### config.mk
export PLATFORM = sky130hd
export DESIGN_NAME = spi_ram_flat
export DESIGN_NICKNAME = d
export VERILOG_FILES = /design/src/rtl/spi_ram_if.sv /design/src/rtl/spi_ram.sv /design/src/flat_wrapper.sv
export SDC_FILE = /design/constraint.sdc
export NUM_CORES = 2
export LEC_CHECK = 0
export ABC_CLOCK_PERIOD_IN_PS = 4900
export BUFFER_PORTS_ARGS = -buffer_cell sky130_fd_sc_hd__buf_2
export CORE_MARGIN = 8
export CORE_UTILIZATION = 35
export CTS_CLUSTER_SIZE = 40
export DETAILED_ROUTE_END_ITERATION = 12
export GPL_TIMING_DRIVEN = 0
export PLACE_DENSITY = 0.6
export SLEW_MARGIN = 20
export SYNTH_ARGS = -nofsm -noshare
export SYNTH_HDL_FRONTEND = slang
export SYNTH_SLANG_ARGS = --single-unit
### constraint.sdc
create_clock -name clk -period 4.9 [get_ports clk]
set_input_delay 0.245 -clock clk [delete_from_list [all_inputs] [get_ports clk]]
set_output_delay 0.245 -clock clk [all_outputs]
set_load 0.005 [all_outputs]
### src/rtl/spi_ram_if.sv
`default_nettype none
// ============================================================================
// Module   : spi_ram_if
// Purpose  : Command/response bundle between the SPI slave and spi_ram.
// Revision : 1.0
// ============================================================================
interface spi_ram_if;
    logic [9:0] din;
    logic       rx_valid;
    logic [7:0] dout;
    logic       tx_valid;
    logic       err_wr_seq;
    logic       err_rd_seq;

    modport master (
        output din,
        output rx_valid,
        input  dout,
        input  tx_valid,
        input  err_wr_seq,
        input  err_rd_seq
    );

    modport slave (
        input  din,
        input  rx_valid,
        output dout,
        output tx_valid,
        output err_wr_seq,
        output err_rd_seq
    );
endinterface
`default_nettype wire

### src/rtl/spi_ram.sv
`default_nettype none
// ============================================================================
// Module   : spi_ram
// Purpose  : Command-decoded byte RAM behind the SPI slave, with timed read hold.
// Revision : 1.0
// ============================================================================
module spi_ram #(
    parameter int MEM_DEPTH = 256,
    parameter int ADDR_SIZE = 8,
    parameter int TX_CYCLES = 10
) (
    input  logic     clk,
    input  logic     rst,
    spi_ram_if.slave bus
);

    if (MEM_DEPTH != 2 ** ADDR_SIZE) begin : g_bad_depth
        $error("spi_ram: MEM_DEPTH must equal 2**ADDR_SIZE");
    end
    if (TX_CYCLES < 9 || TX_CYCLES > 63) begin : g_bad_tx_cycles
        $error("spi_ram: TX_CYCLES must be in 9..63");
    end

    typedef enum logic [1:0] {
        CMD_WR_ADDR = 2'b00,
        CMD_WR_DATA = 2'b01,
        CMD_RD_ADDR = 2'b10,
        CMD_RD_DATA = 2'b11
    } cmd_e;

    localparam logic [5:0] TX_LOAD = 6'(TX_CYCLES - 1);

    logic [7:0]           mem_q [MEM_DEPTH];
    logic                 rx_valid_q;
    logic [ADDR_SIZE-1:0] wr_addr_q,    wr_addr_d;
    logic [ADDR_SIZE-1:0] rd_addr_q,    rd_addr_d;
    logic                 wa_seen_q,    wa_seen_d;
    logic                 ra_seen_q,    ra_seen_d;
    logic [5:0]           tx_cnt_q,     tx_cnt_d;
    logic                 tx_valid_q,   tx_valid_d;
    logic [7:0]           dout_q,       dout_d;
    logic                 err_wr_q,     err_wr_d;
    logic                 err_rd_q,     err_rd_d;

    logic                 cmd_accept;
    logic                 mem_we;
    cmd_e                 cmd;

    assign cmd = cmd_e'(bus.din[9:8]);

    always_comb begin
        wr_addr_d  = wr_addr_q;
        rd_addr_d  = rd_addr_q;
        wa_seen_d  = wa_seen_q;
        ra_seen_d  = ra_seen_q;
        tx_cnt_d   = tx_cnt_q;
        tx_valid_d = tx_valid_q;
        dout_d     = dout_q;
        err_wr_d   = err_wr_q;
        err_rd_d   = err_rd_q;
        mem_we     = 1'b0;
        cmd_accept = bus.rx_valid && !rx_valid_q;

        if (cmd_accept) begin
            // Any accepted command ends a running hold; read-data re-arms it below.
            tx_valid_d = 1'b0;
            tx_cnt_d   = '0;
            case (cmd)
                CMD_WR_ADDR: begin
                    wr_addr_d = bus.din[ADDR_SIZE-1:0];
                    wa_seen_d = 1'b1;
                end
                CMD_WR_DATA: begin
                    mem_we = 1'b1;
                    if (!wa_seen_q) err_wr_d = 1'b1;
                end
                CMD_RD_ADDR: begin
                    rd_addr_d = bus.din[ADDR_SIZE-1:0];
                    ra_seen_d = 1'b1;
                end
                CMD_RD_DATA: begin
                    dout_d     = mem_q[rd_addr_q];
                    tx_valid_d = 1'b1;
                    tx_cnt_d   = TX_LOAD;
                    ra_seen_d  = 1'b0;
                    if (!ra_seen_q) err_rd_d = 1'b1;
                end
            endcase
        end else if (tx_valid_q) begin
            if (tx_cnt_q == '0) tx_valid_d = 1'b0;
            else                tx_cnt_d   = tx_cnt_q - 6'd1;
        end
    end

    always_ff @(posedge clk) begin
        if (rst) begin
            rx_valid_q <= 1'b0;
            wr_addr_q  <= '0;
            rd_addr_q  <= '0;
            wa_seen_q  <= 1'b0;
            ra_seen_q  <= 1'b0;
            tx_cnt_q   <= '0;
            tx_valid_q <= 1'b0;
            dout_q     <= '0;
            err_wr_q   <= 1'b0;
            err_rd_q   <= 1'b0;
        end else begin
            rx_valid_q <= bus.rx_valid;
            wr_addr_q  <= wr_addr_d;
            rd_addr_q  <= rd_addr_d;
            wa_seen_q  <= wa_seen_d;
            ra_seen_q  <= ra_seen_d;
            tx_cnt_q   <= tx_cnt_d;
            tx_valid_q <= tx_valid_d;
            dout_q     <= dout_d;
            err_wr_q   <= err_wr_d;
            err_rd_q   <= err_rd_d;
        end
    end

    // Array kept out of the reset branch so contents survive reset.
    always_ff @(posedge clk) begin
        if (mem_we && !rst) mem_q[wr_addr_q] <= bus.din[7:0];
    end

    assign bus.dout       = dout_q;
    assign bus.tx_valid   = tx_valid_q;
    assign bus.err_wr_seq = err_wr_q;
    assign bus.err_rd_seq = err_rd_q;

endmodule
`default_nettype wire
### src/flat_wrapper.sv
// flat-port wrapper written by rule: the top's interface ports become plain ports
module spi_ram_flat 
#(
    parameter int MEM_DEPTH = 256,
    parameter int ADDR_SIZE = 8,
    parameter int TX_CYCLES = 10
)
  (clk, rst, bus_din, bus_rx_valid, bus_dout, bus_tx_valid, bus_err_wr_seq, bus_err_rd_seq);
  spi_ram_if bus_i ();
  input  logic clk;
  input  logic rst;
  input wire logic [$bits(bus_i.din)-1:0] bus_din;
  input wire logic [$bits(bus_i.rx_valid)-1:0] bus_rx_valid;
  output wire logic [$bits(bus_i.dout)-1:0] bus_dout;
  output wire logic [$bits(bus_i.tx_valid)-1:0] bus_tx_valid;
  output wire logic [$bits(bus_i.err_wr_seq)-1:0] bus_err_wr_seq;
  output wire logic [$bits(bus_i.err_rd_seq)-1:0] bus_err_rd_seq;
  assign bus_i.din = bus_din;
  assign bus_i.rx_valid = bus_rx_valid;
  assign bus_dout = bus_i.dout;
  assign bus_tx_valid = bus_i.tx_valid;
  assign bus_err_wr_seq = bus_i.err_wr_seq;
  assign bus_err_rd_seq = bus_i.err_rd_seq;
  spi_ram #(.MEM_DEPTH(MEM_DEPTH), .ADDR_SIZE(ADDR_SIZE), .TX_CYCLES(TX_CYCLES)) u_core (.clk(clk), .rst(rst), .bus(bus_i));
endmodule
==> out/metrics.sh <==
FINAL.PERIOD_UTILIZATION_PCT=98.4
TIMING_HOLD_VIOLATIONS_FINAL=0
LAYOUT.CELLS.NON_FILLER=7677
POST-PLACE-CELLS=7277
MOSTFREQUENTLAYOUTCELL='edfxtp_1'
POWER.SHARE.SWITCHING_PCT=21.5
CTS_RESIZED=0
N_FILL_CELL=20644
CTS_NUM_SINKS=2084
H-TREE-DEPTH=4
AREA_DELTA_SYNTH_FINAL_PCT=13.7
FIRST_PASS_GRT_WIRE_LENGTH_UM=349000
RSZ0062_AT_GRT='no'
IOPINCOUNT=24
DIE_H_UM=500
SYNTHESIS.NETS=4121
HOLD_PATH_CLASS='in -> reg'
POWER.CLOCK.FRACTION_PCT=42.3
CTS_BUF_COUNT=205
UTILIZATION_PCT=40.0
FINAL_COUNT_OF_PINS_VIOLATING_MAX_SLEW=0
CTS-ROOT-BUF='clkbuf_16'
CRIT_ARRIVAL_NS=5.59
FIRST_GLOBAL_VIAS=42606
DIE-AREA_MM2=0.250
LAYOUT_MIN_CYCLE_TIME_NS=4.82
STARTPOINT_TYPE='flip-flop'
DRIVE_GT1_SHARE_PCT=17.5
CTS_HOLD_REPAIR.BUFFERS=13
SYNTH-SEQ-CELLS=2084
MAXIMUM_NUMBER_OF_PINS_ON_ONE_NET_BEFORE_GLOBAL_ROUTE_REPAIR=131
YS_WARN_COUNT=0
PLACEDINSTANCEAREA_MM2=0.0865
RUN_STATUS='completed'
FINAL.SETUP_SKEW_NS=0.0480
YS_DOMINANT_REG_CELL='edfxtp_1'
CLKSLEWWORSTSETUPHOLDPATHS_NS=0.06
CELLPOWERDENSITY_mW_PER_MM2=388
CTS_MAX_PATH_BUFFERS=3
POWER_LEAKAGE_nW=27.4
FP.DIEW_UM=500
PRE_CTS_WS_NS=0.359
GLOBAL_ROUTE.USAGE.TOTAL_PCT=19.9
ANT_NETS=0
MAX-SLEW-MARGIN-REL_PCT=13.8
SYNTH_AREA_MM2=0.0819
INTERNAL_POWER_CONSUMPTION_W=0.0284
SITE_ROWS=177
FIN_NETS=4380
DRT_DRC_VIOLATIONS_LEFT=0
TOTALPOWERFINAL_W=0.0362
DETAIL_ROUTE.ITER0.VIOLATIONS=6609
TIMING.FMAX_MHz=207
POST_SYNTH_NUM_CELL_TYPES=65
PLACE_HPWL_UM=173000
PORT_BUFFERS=22
VIAS_PER_CELL=5.73
SWITCHINGPOWER_W=0.00779
WORST_SLEW_PIN_SLEW_NS=1.29
GLOBALPLACE.CONGESTION=0.992
FLOORPLAN.INITIALDENSITY_PCT=35.2
WORST_SKEW_PAIR_LATER_PIN_LATENCY_NS=0.86
PEAKVDDDROP_uV=344
SYNTHARSTFLOPSHARE_PCT=0
ROUTED_WIRE_LENGTH_PER_INSTANCE_UM=33.6
POWER.COMBINATIONAL.FRACTION_PCT=3.6
SYNTH_AREA_PER_CELL_UM2=20.0
SYN-INSTANCE-COUNT=4106
ROUTED_WL_UM=258000
TOTAL_SETUP_VIOLATIONS_REPORTED_AT_THE_END_OF_THE_FLOW=0
TRITONCTS_CLOCK_TREE='built'
MAX-CAP-VIOLATIONS=0
OVERFLOW_LEFT_AFTER_GLOBAL_ROUTING=0
DESIGN_AREA_MM2=0.0931
WORST_SETUP_PATH_END_KIND='flip-flop'
WORSTPATHMAXFANOUT=10
FIN_WS_NS=0.0800
INITIAL_ANTENNA_VIOLATION_COUNT=23
CORE_AREA_MM2=0.233
SETUP.WORST_PATH.CLASS='reg -> reg'
HIGHEST_COUNT_CELLS_IN_THE_LAYOUT_IGNORING_FILL_AND_TAPS='edfxtp_1 (2048), mux2i_1 (405), nor2_1 (291)'
POSTCTSSETUPREPAIRBUFS=0
YOSYSSEQAREASHARE_PCT=75.9
SYNTH_EDF_COUNT=2048
DRT_FIRST_PASS_ITERS=8
PWR-SHARE-SEQ_PCT=54.2
CP_DATA_REQUIRED_TIME_NS=5.67
VIA_COUNT=44014
==> state kept, by name, indices dropped and copies added, names as in the netlist <==
signal                 count
u_core.mem_q            2048
u_core.bus.dout            8
u_core.rd_addr_q           8
u_core.wr_addr_q           8
u_core.tx_cnt_q            6
u_core.bus.err_rd_seq      1
u_core.bus.err_wr_seq      1
u_core.bus.tx_valid        1
u_core.ra_seen_q           1
u_core.rx_valid_q          1
u_core.wa_seen_q           1
==> metrics by stage <==
step	TNS (ns)	hold slack (ns)
2_1_floorplan	0	0.344
3_3_place_gp	-0.451	0.431
3_5_place_dp	0	0.438
4_1_cts	0	0.338
5_1_grt	0	0.374
6_report	0	0.389
==> worst paths after layout <==
check	from	to	slack, ns	cells after the start
max	u_core.rd_addr_q[1]$_SDFFE_PP0P_	u_core.bus.dout[4]$_SDFFE_PP0P_	0.08	9
min	bus_din[3]	u_core.mem_q[129][3]$_DFFE_PP_	0.39	2
max reg2reg	u_core.rd_addr_q[1]$_SDFFE_PP0P_	u_core.bus.dout[4]$_SDFFE_PP0P_	0.08	9
min reg2reg	u_core.wa_seen_q$_SDFFE_PP0P_	u_core.bus.err_wr_seq$_SDFFE_PP0P_	0.45	1
==> layer usage <==
layer,track usage [%],wire (um),share of wire (%),vias to the layer above
li1,-,-,-,17590
met1,26.4,101000,39,23322
met2,30.2,115000,44,2575
met3,5.45,27200,11,521
met4,10.1,15000,5.8,6
met5,0,34,0.013,-
==> power groups by stage <==
stage	logic [W]	clock network, W	registers [W]
floorplan	0.000508	0	0.0200
global placement	0.00118	0	0.0200
detailed placement	0.00125	0	0.0200
CTS	0.00126	0.0154	0.0196
global route	0.00131	0.0160	0.0196
finish	0.00129	0.0153	0.0196
==> Yosys cell counts (7+ instances only) <==
cell type	count	area, um^2
edfxtp_1	2048	61500
mux2i_1	405	4050
nor2_1	292	1100
mux4_2	269	6060
o22ai_1	94	588
clkbuf_1	93	349
nand2_1	84	315
a211oi_1	83	623
o221ai_1	74	648
a21oi_1	69	345
o21ai_0	60	300
mux4_1	59	1550
buf_2	45	225
a221oi_1	36	315
a22oi_1	36	270
dfxtp_1	36	721
and2_1	30	188
buf_6	28	315
buf_4	27	203
buf_12	21	420
mux2_2	21	236
nand3_1	20	100
nor3_1	19	95.1
nor2b_1	15	93.8
nand4_1	14	87.6
buf_8	13	195
clkbuf_8	13	179
a2111oi_0	11	96.3
o31ai_1	9	67.6
nor4_1	7	43.8
==> kinds of logic after synthesis <==
| logic type | Yosys count | share of synthesized area, % |
|---|---|---|
| DFF | 2084 | 75.9 |
| muxes | 754 | 14.5 |
| and+or+nand+nor | 506 | 2.69 |
| AOI/OAI and AO/OA | 503 | 4.39 |
| buffers and inverters | 254 | 2.38 |
| xor gates and xnor gates | 3 | 0.0321 |
| adders and majority gates | 2 | 0.0305 |
==> area by class of cell <==
cell class	count	area [um^2]	area share, %
flip-flops and latches	2084	62200	66.8
multi-input cells	1768	17800	19.1
clock buffers	261	5420	5.82
well taps	3132	3920	4.21
plain buffers	247	1950	2.09
clock inverters	120	1040	1.11
repair buffers	52	771	0.828
inverters	7	26.3	0.0282
diodes	6	15.0	0.0161
==> critical path: stages, from the launching register on <==
cell and delay, ns:
dfxtp_1 0.32, buf_4 0.33, buf_4 0.27, buf_2 0.61, clkbuf_1 0.95, mux4_2 0.44
o21ai_0 0.08, a211oi_1 0.85, nand4_1 0.57, o211ai_1 0.25
Note: power is estimated with default switching activity, not from simulation.
